--- config.mk ---
export PLATFORM = sky130hd
export DESIGN_NAME = term_encoder
export DESIGN_NICKNAME = d
export VERILOG_FILES = /design/src/rtl/term_pkg.sv /design/src/rtl/term_pack.sv /design/src/rtl/term_encoder.sv
export SDC_FILE = /design/constraint.sdc
export NUM_CORES = 1
export LEC_CHECK = 0
export ABC_AREA = 1
export CAP_MARGIN = 20
export CORE_UTILIZATION = 67
export DETAILED_ROUTE_END_ITERATION = 8
export PLACE_DENSITY = 0.84
export SLEW_MARGIN = 10
export SYNTH_ARGS = -nofsm -noshare
export SYNTH_HDL_FRONTEND = slang
export SYNTH_SLANG_ARGS = --single-unit
--- constraint.sdc ---
create_clock -name clk -period 27.2 [get_ports clk]
set_clock_uncertainty 0.1 [all_clocks]
set_input_delay 5.44 -clock clk [delete_from_list [all_inputs] [get_ports clk]]
set_output_delay 5.44 -clock clk [all_outputs]
set_load 0.05 [all_outputs]
--- src/rtl/term_pkg.sv ---
`default_nettype none
// ============================================================================
//  Module   : term_pkg
//  Purpose  : Shared widths, FSM state encoding and the slot-packing helper
//             for the term encoder feeding the term-quantized MAC array.
//  Revision : 1.0  initial release
// ============================================================================
package term_pkg;

   localparam int DATA_WIDTH         = 8;
   localparam int NUM_COMBINED_TERMS = 8;
   localparam int NUM_BIT_EXPONENT   = 3;
   localparam int MAX_GROUP          = 16;

   localparam int SIZE_W             = 5;
   localparam int BUDGET_W           = 7;
   localparam int TERMS_W            = 4;

   typedef enum logic [1:0] {
      LOAD = 2'd0,
      SCAN = 2'd1,
      EMIT = 2'd2
   } state_e;

   // Slot that bit position 'pos' of 'mask' lands in when the kept bits are
   // packed in descending order: the count of kept bits above it.
   function automatic logic [TERMS_W-1:0] slot_of(input logic [DATA_WIDTH-1:0] mask,
                                                  input int pos);
      logic [TERMS_W-1:0] n;
      n = '0;
      for (int b = 0; b < DATA_WIDTH; b++) begin
         if ((b > pos) && mask[b]) begin
            n = n + 4'd1;
         end
      end
      return n;
   endfunction

endpackage
`default_nettype wire

--- src/rtl/term_pack.sv ---
`default_nettype none
// ============================================================================
//  Module   : term_pack
//  Purpose  : Combinational packer. Turns a keep-mask plus sign into the
//             descending exponent slots, per-slot signs and a term count.
//  Revision : 1.0  initial release
// ============================================================================
module term_pack #(
   parameter int DATA_WIDTH         = 8,
   parameter int NUM_COMBINED_TERMS = 8,
   parameter int NUM_BIT_EXPONENT   = 3
) (
   input  logic [DATA_WIDTH-1:0]                          keep_i,
   input  logic                                           sign_i,
   output logic [NUM_BIT_EXPONENT*NUM_COMBINED_TERMS-1:0] exponent_o,
   output logic [NUM_COMBINED_TERMS-1:0]                  sign_o,
   output logic [3:0]                                     terms_o
);
   import term_pkg::*;

   logic [NUM_BIT_EXPONENT-1:0] slot;

   // Place each kept bit in its descending-order slot; unused slots stay zero.
   always_comb begin
      exponent_o = '0;
      sign_o     = '0;
      terms_o    = '0;
      slot       = '0;
      for (int e = DATA_WIDTH - 1; e >= 0; e--) begin
         if (keep_i[e]) begin
            slot = NUM_BIT_EXPONENT'(slot_of(keep_i, e));
            exponent_o[int'(slot)*NUM_BIT_EXPONENT +: NUM_BIT_EXPONENT] = NUM_BIT_EXPONENT'(e);
            sign_o[slot] = sign_i;
            terms_o      = terms_o + 4'd1;
         end
      end
   end

endmodule
`default_nettype wire

--- src/rtl/term_encoder.sv ---
`default_nettype none
// ============================================================================
//  Module   : term_encoder
//  Purpose  : Buffers a group of signed activations, keeps only the
//             group_budget largest power-of-two terms across the group
//             (MSB-first scan, ties to lowest index) and emits one packed
//             beat per value for the MAC array.
//  Revision : 1.0  initial release
// ============================================================================
module term_encoder #(
   parameter int DATA_WIDTH         = term_pkg::DATA_WIDTH,
   parameter int MAX_GROUP          = term_pkg::MAX_GROUP,
   parameter int NUM_COMBINED_TERMS = term_pkg::NUM_COMBINED_TERMS,
   parameter int NUM_BIT_EXPONENT   = term_pkg::NUM_BIT_EXPONENT
) (
   input  logic                                           clk,
   input  logic                                           reset,
   input  logic                                           in_valid,
   output logic                                           in_ready,
   input  logic [DATA_WIDTH-1:0]                          in_data,
   input  logic [4:0]                                     group_size,
   input  logic [6:0]                                     group_budget,
   output logic                                           out_valid,
   input  logic                                           out_ready,
   output logic [NUM_BIT_EXPONENT*NUM_COMBINED_TERMS-1:0] out_exponent,
   output logic [NUM_COMBINED_TERMS-1:0]                  out_sign,
   output logic [3:0]                                     out_terms,
   output logic                                           out_last
);
   import term_pkg::*;

   localparam int IDX_W = $clog2(MAX_GROUP);
   localparam int CNT_W = $clog2(MAX_GROUP + 1);
   localparam int EXP_W = NUM_BIT_EXPONENT * NUM_COMBINED_TERMS;

   state_e                      state_q;
   logic [IDX_W-1:0]            idx_q;
   logic [IDX_W-1:0]            last_q;
   logic [BUDGET_W-1:0]         budget_q;
   logic [BUDGET_W-1:0]         rem_q;
   logic [NUM_BIT_EXPONENT-1:0] bit_q;
   logic [DATA_WIDTH-1:0]       mag_q  [MAX_GROUP];
   logic [DATA_WIDTH-1:0]       keep_q [MAX_GROUP];
   logic [MAX_GROUP-1:0]        sign_q;

   logic                        in_ready_q;
   logic                        out_valid_q;
   logic [EXP_W-1:0]            out_exponent_q;
   logic [NUM_COMBINED_TERMS-1:0] out_sign_q;
   logic [3:0]                  out_terms_q;
   logic                        out_last_q;

   logic [DATA_WIDTH-1:0]       in_mag;
   logic [IDX_W-1:0]            size_last;
   logic [IDX_W-1:0]            last_d;
   logic [BUDGET_W-1:0]         budget_d;
   logic [MAX_GROUP-1:0]        hit;
   logic [MAX_GROUP-1:0]        keep_bit;
   logic [CNT_W-1:0]            cnt;
   logic [CNT_W-1:0]            prefix;
   logic                        take_all;
   logic [DATA_WIDTH-1:0]       keep_d [MAX_GROUP];
   logic [BUDGET_W-1:0]         rem_d;
   logic [IDX_W-1:0]            next_idx;
   logic [DATA_WIDTH-1:0]       pack_keep;
   logic                        pack_sign;
   logic [EXP_W-1:0]            pack_exponent;
   logic [NUM_COMBINED_TERMS-1:0] pack_sign_vec;
   logic [3:0]                  pack_terms;

   // Two's-complement magnitude; -128 wraps to 0x80, which reads as 128 unsigned.
   assign in_mag   = in_data[DATA_WIDTH-1] ? (~in_data + 1'b1) : in_data;
   assign next_idx = idx_q + 1'b1;

   // Group geometry: clamp size to 1..MAX_GROUP, take live inputs only on idx 0.
   always_comb begin
      if (group_size == 5'd0) begin
         size_last = '0;
      end else if (int'(group_size) > MAX_GROUP) begin
         size_last = IDX_W'(MAX_GROUP - 1);
      end else begin
         size_last = IDX_W'(group_size - 5'd1);
      end
      last_d   = (idx_q == '0) ? size_last    : last_q;
      budget_d = (idx_q == '0) ? group_budget : budget_q;
   end

   // One bit-plane of term revealing: keep all set bits if the budget allows,
   // otherwise only the lowest-index ones until the budget is spent.
   always_comb begin
      hit      = '0;
      keep_bit = '0;
      cnt      = '0;
      prefix   = '0;
      for (int j = 0; j < MAX_GROUP; j++) begin
         hit[j] = mag_q[j][bit_q] && (IDX_W'(j) <= last_q);
         cnt    = cnt + CNT_W'(hit[j]);
      end
      take_all = (BUDGET_W'(cnt) <= rem_q);
      for (int j = 0; j < MAX_GROUP; j++) begin
         keep_bit[j] = hit[j] && (take_all || (BUDGET_W'(prefix) < rem_q));
         keep_d[j]   = keep_q[j] | (DATA_WIDTH'(keep_bit[j]) << bit_q);
         prefix      = prefix + CNT_W'(hit[j]);
      end
      rem_d = take_all ? (rem_q - BUDGET_W'(cnt)) : '0;
   end

   // Beat 0 is packed from the mask being finished on the last scan cycle;
   // later beats pack the next buffered value ahead of its handshake.
   always_comb begin
      if (state_q == SCAN) begin
         pack_keep = keep_d[0];
         pack_sign = sign_q[0];
      end else begin
         pack_keep = keep_q[next_idx];
         pack_sign = sign_q[next_idx];
      end
   end

   term_pack #(
      .DATA_WIDTH         (DATA_WIDTH),
      .NUM_COMBINED_TERMS (NUM_COMBINED_TERMS),
      .NUM_BIT_EXPONENT   (NUM_BIT_EXPONENT)
   ) u_pack (
      .keep_i     (pack_keep),
      .sign_i     (pack_sign),
      .exponent_o (pack_exponent),
      .sign_o     (pack_sign_vec),
      .terms_o    (pack_terms)
   );

   // Group FSM with buffers and registered output beat.
   always_ff @(posedge clk) begin
      if (reset) begin
         state_q        <= LOAD;
         idx_q          <= '0;
         last_q         <= '0;
         budget_q       <= '0;
         rem_q          <= '0;
         bit_q          <= '0;
         sign_q         <= '0;
         in_ready_q     <= 1'b1;
         out_valid_q    <= 1'b0;
         out_exponent_q <= '0;
         out_sign_q     <= '0;
         out_terms_q    <= '0;
         out_last_q     <= 1'b0;
         for (int j = 0; j < MAX_GROUP; j++) begin
            mag_q[j]  <= '0;
            keep_q[j] <= '0;
         end
      end else begin
         case (state_q)
            LOAD: begin
               if (in_valid && in_ready_q) begin
                  mag_q[idx_q]  <= in_mag;
                  sign_q[idx_q] <= in_data[DATA_WIDTH-1];
                  if (idx_q == '0) begin
                     last_q   <= size_last;
                     budget_q <= group_budget;
                  end
                  if (idx_q == last_d) begin
                     state_q    <= SCAN;
                     idx_q      <= '0;
                     in_ready_q <= 1'b0;
                     rem_q      <= budget_d;
                     bit_q      <= NUM_BIT_EXPONENT'(DATA_WIDTH - 1);
                     for (int j = 0; j < MAX_GROUP; j++) begin
                        keep_q[j] <= '0;
                     end
                  end else begin
                     idx_q <= next_idx;
                  end
               end
            end
            SCAN: begin
               for (int j = 0; j < MAX_GROUP; j++) begin
                  keep_q[j] <= keep_d[j];
               end
               rem_q <= rem_d;
               if (bit_q == '0) begin
                  state_q        <= EMIT;
                  idx_q          <= '0;
                  out_valid_q    <= 1'b1;
                  out_exponent_q <= pack_exponent;
                  out_sign_q     <= pack_sign_vec;
                  out_terms_q    <= pack_terms;
                  out_last_q     <= (last_q == '0);
               end else begin
                  bit_q <= bit_q - 1'b1;
               end
            end
            EMIT: begin
               if (out_ready) begin
                  if (out_last_q) begin
                     state_q        <= LOAD;
                     idx_q          <= '0;
                     in_ready_q     <= 1'b1;
                     out_valid_q    <= 1'b0;
                     out_exponent_q <= '0;
                     out_sign_q     <= '0;
                     out_terms_q    <= '0;
                     out_last_q     <= 1'b0;
                  end else begin
                     idx_q          <= next_idx;
                     out_exponent_q <= pack_exponent;
                     out_sign_q     <= pack_sign_vec;
                     out_terms_q    <= pack_terms;
                     out_last_q     <= (next_idx == last_q);
                  end
               end
            end
            default: begin
               state_q <= LOAD;
            end
         endcase
      end
   end

   assign in_ready     = in_ready_q;
   assign out_valid    = out_valid_q;
   assign out_exponent = out_exponent_q;
   assign out_sign     = out_sign_q;
   assign out_terms    = out_terms_q;
   assign out_last     = out_last_q;

endmodule
`default_nettype wire

==> flow_metrics.tcl <==
set metrics [dict create \
    die_w_um 184 \
    post_synth_most_frequent_cells "624 x sky130_fd_sc_hd__nand2_1, 415 x sky130_fd_sc_hd__nor2_1, 274 x sky130_fd_sc_hd__a21oi_1" \
    detail_routed_net_length_per_standard_cell_um 19.0 \
    gr-max-usage-layer "met2" \
    path_max_fanout 56 \
    cts-root-to-sink-buffers 3 \
    most_used_dff_post_synth "sky130_fd_sc_hd__edfxtp_1" \
    ant_nets 0 \
    post_cts_hold_buffer_count 0 \
    number_of_global_route_vias_before_repair 19600 \
    route.detailed.vias_per_inst 6.19 \
    drt-initial-drc-count 2520 \
    fp.coreArea_um2 32600 \
    synth_cell_types 56 \
    dr_total_vias 20900 \
    yosysMostFrequentCell "sky130_fd_sc_hd__nand2_1" \
    reg_to_reg_slack_setup_ns 12.95 \
    post_route_drc_violation_count 0 \
    syn_inst 2927 \
    ys_seq_elements 338 \
    post_synth.cell_area_avg_um2 7.60 \
    fillerInstances 2494 \
    timing.hold.worst_endpoint "out_terms[2]$_SDFFE_PP0P_" \
    netlist_area_um2 22300 \
    finalNetCount 3057 \
    top_level_ports 63 \
    die-area_um2 33900 \
    worst_skew_pair.late_latency_ns 0.55 \
    synth.top_cells.by_area "sky130_fd_sc_hd__edfxtp_1 33%, sky130_fd_sc_hd__nand2_1 11%, sky130_fd_sc_hd__dfxtp_1 8.1%, sky130_fd_sc_hd__ha_1 7.4%, sky130_fd_sc_hd__nor2_1 7.0%" \
    synthesis.nets 3085 \
    synth_simple_gate_area_share_pct 25.9 \
    tightest_slew_ns 1.06 \
    final-setup-viol-count 0 \
    gr-total-overflow 0 \
    post-route-worst-setup-slack_ns 12.95 \
    clock_buffer_count_from_cts 37 \
    cts_htree_levels 2 \
    met3_usage_pct 7.49 \
    grt_pass1_wl_mm 100 \
    period_minus_slack_ns 14.25 \
    globalRouteMet1Util_pct 48.9 \
    setup.worst_path.end_class "flop" \
    synth_compound_area_share_pct 15.1 \
    largest_net_degree_at_the_start_of_global_routing 80 \
    worstPathArrival_ns 14.53 \
    routabilityCongestion 0.948 \
    worstHoldStart "out_terms[2]$_SDFFE_PP0P_" \
    dp_hpwl_mm 43.7 \
    worst_setup_path_start_kind "flop" \
    setup_repair_after_global_routing_missed_its_margin "no" \
    cts.repair.resized 0 \
    synth_top_cell_area_share_pct 33.5 \
    cap_violations 0 \
    cts_tree "done" \
    insertedDiodeCount 0 \
    fp-row-count 66 \
    hold_violations 0 \
    initial_core_util_pct 68.2 \
    critical_path.reg2reg.startpoint "bit_q[0]$_SDFFE_PP0P_" \
    hp-class "reg -> reg" \
    non_filler_cells_in_the_finished_layout 3370 \
    timing.hold.worst_path_depth 2 \
    die_y_um 184 \
    drive_gt1_share_pct 5.81 \
    worstRegToRegCells 63 \
    fin_setup_tns_ns 0 \
    synth.mux.area_fraction_pct 0.315 \
    synth_adder_area_share_pct 7.64 \
    grt_use_met2_pct 60.8 \
    synth-async-reset-ratio_pct 0 \
    synth.yosys.warnings 0 \
    post_synth_xor_xnor_area_pct 1.98 \
    synth_area_leader_cell "sky130_fd_sc_hd__edfxtp_1" \
    dominant_combinational_cell_family_by_area_after_synthesis "simple AND/OR/NAND/NOR gates" \
    root_buffer "sky130_fd_sc_hd__clkbuf_16" \
    critPathMaxStageDelay_ns 0.74 \
    critPathRequiredTime_ns 27.48 \
    placed_cells_incl_taps 3301 \
    max_clock_freq_mhz 70.2 \
    normalized_max_slew_margin_pct 29.2 \
    overall_routing_resource_usage_pct 37.8 \
    post_synth_edffs 248 \
    cts.repair_timing.setup_buffer_count 0 \
    overall_routed_net_length_mm 64.2 \
    detail_route.first_pass.iterations 6 \
    crit-reg2reg-capture "out_exponent[14]$_SDFFE_PP0P_" \
    cp_common_cell "sky130_fd_sc_hd__ha_1" \
    numClockSinks 338 \
    critical-path-slowest-cell "sky130_fd_sc_hd__dfxtp_2" \
    areaGrowthSynthToFinish_pct 9.06 \
    synth.yosys.seq_area_share_pct 41.6 \
    dp_slack_ns 13.18 \
    cts_clock_pin_slew_for_the_worst_setup_and_hold_paths_ns 0.06 \
    buffer_ports.inserted 62 \
    criticalPathCategory "reg -> reg" \
    grt_antenna_before_repair 0 \
    final_max_slew_viol_count 0 \
    result_of_the_run "completed" \
    final_min_period_over_clock_period_pct 52.4 \
]
cell families after synthesis:
family / Yosys count
and+or+nand+nor: 1368
adders and majority gates: 134
AOI/OAI and AO/OA: 599
other: 1
DFF: 338
muxes: 7
xor gates and xnor gates: 43
buffers and inverters: 437
worst max-delay path by stage:
stage	start	to	slack (ns)	cells past startpoint
6_report	bit_q[0]$_SDFFE_PP0P_	out_exponent[14]$_SDFFE_PP0P_	12.95	63
2_1_floorplan	bit_q[0]$_SDFFE_PP0P_	out_exponent[11]$_SDFFE_PP0P_	15.25	63
5_1_grt	bit_q[0]$_SDFFE_PP0P_	out_exponent[11]$_SDFFE_PP0P_	12.04	62
3_5_place_dp	bit_q[0]$_SDFFE_PP0P_	out_exponent[14]$_SDFFE_PP0P_	13.18	63
3_3_place_gp	bit_q[0]$_SDFFE_PP0P_	out_exponent[14]$_SDFFE_PP0P_	13.72	63
4_1_cts	bit_q[0]$_SDFFE_PP0P_	out_exponent[14]$_SDFFE_PP0P_	13.09	63
state kept, by name, summed over array words and instances (netlist names), 2 cells and up:
signal,flops
out_sign,8
last_q,4
budget_q,7
state_q,2
keep_q,128
out_terms,4
bit_q,3
out_exponent,24
mag_q,128
rem_q,7
sign_q,16
idx_q,4
cell usage in the layout, fill, tap and decap left out, drive strengths merged, types with 2 or more instances in the layout:
cell and instances:
nand3 219, nor2 421, mux2i 7, edfxtp 248, xnor2 13, dfxtp 90, nor3 12, and3 3
a32o 4, inv 282, a211oi 7, o32ai 7, clkdlybuf4s50 61, xor2 30, a21oi 274, nand3b 6
ha 131, o21a 9, clkinv 12, or2 9, a21o 7, o22ai 19, nand2 658, a31oi 18
clkbuf 56, o221ai 16, bufinv 3, fa 3, o21bai 3, a22oi 3, o211ai 36, nand4 38
o21ai 191, buf 24, a21boi 2
layer usage:
layer | vias to the layer above | wire length [um] | share of wire (%)
met1 | 9573 | 24500 | 38
met5 | - | 0 | 0
li1 | 9820 | - | -
met2 | 1230 | 29200 | 46
met4 | 0 | 3040 | 4.7
met3 | 227 | 7440 | 12
worst max-delay path, delay by kind of cell, from the launching register on:
family | cells | cell delay [ns]
flops | 1 | 0.74
fa+ha+maj | 21 | 6.87
xor+xnor | 1 | 0.40
compound gates | 4 | 0.96
buf+inv | 10 | 1.60
simple gates | 27 | 3.44
stage by stage:
step,instance area [um^2],hold slack (ns),util [%]
2_1_floorplan,22300,0.346,-
3_3_place_gp,23000,0.353,70.5
3_5_place_dp,23000,0.356,70.5
4_1_cts,24300,0.365,74.4
5_1_grt,24300,0.388,74.4
6_report,24300,0.365,74.4
cell type report:
type	instances	area, um^2	area share [%]
clock buffers	56	1080	4.45
multi-input cells	2152	11300	46.7
clock inverters	12	171	0.706
inverters	285	1070	4.41
repair buffers	85	796	3.28
flip-flops and latches	338	9260	38.1
well taps	442	553	2.28
Power is not shown: default switching activity piles up to over one toggle a cycle in this logic, so the estimate is an artifact.
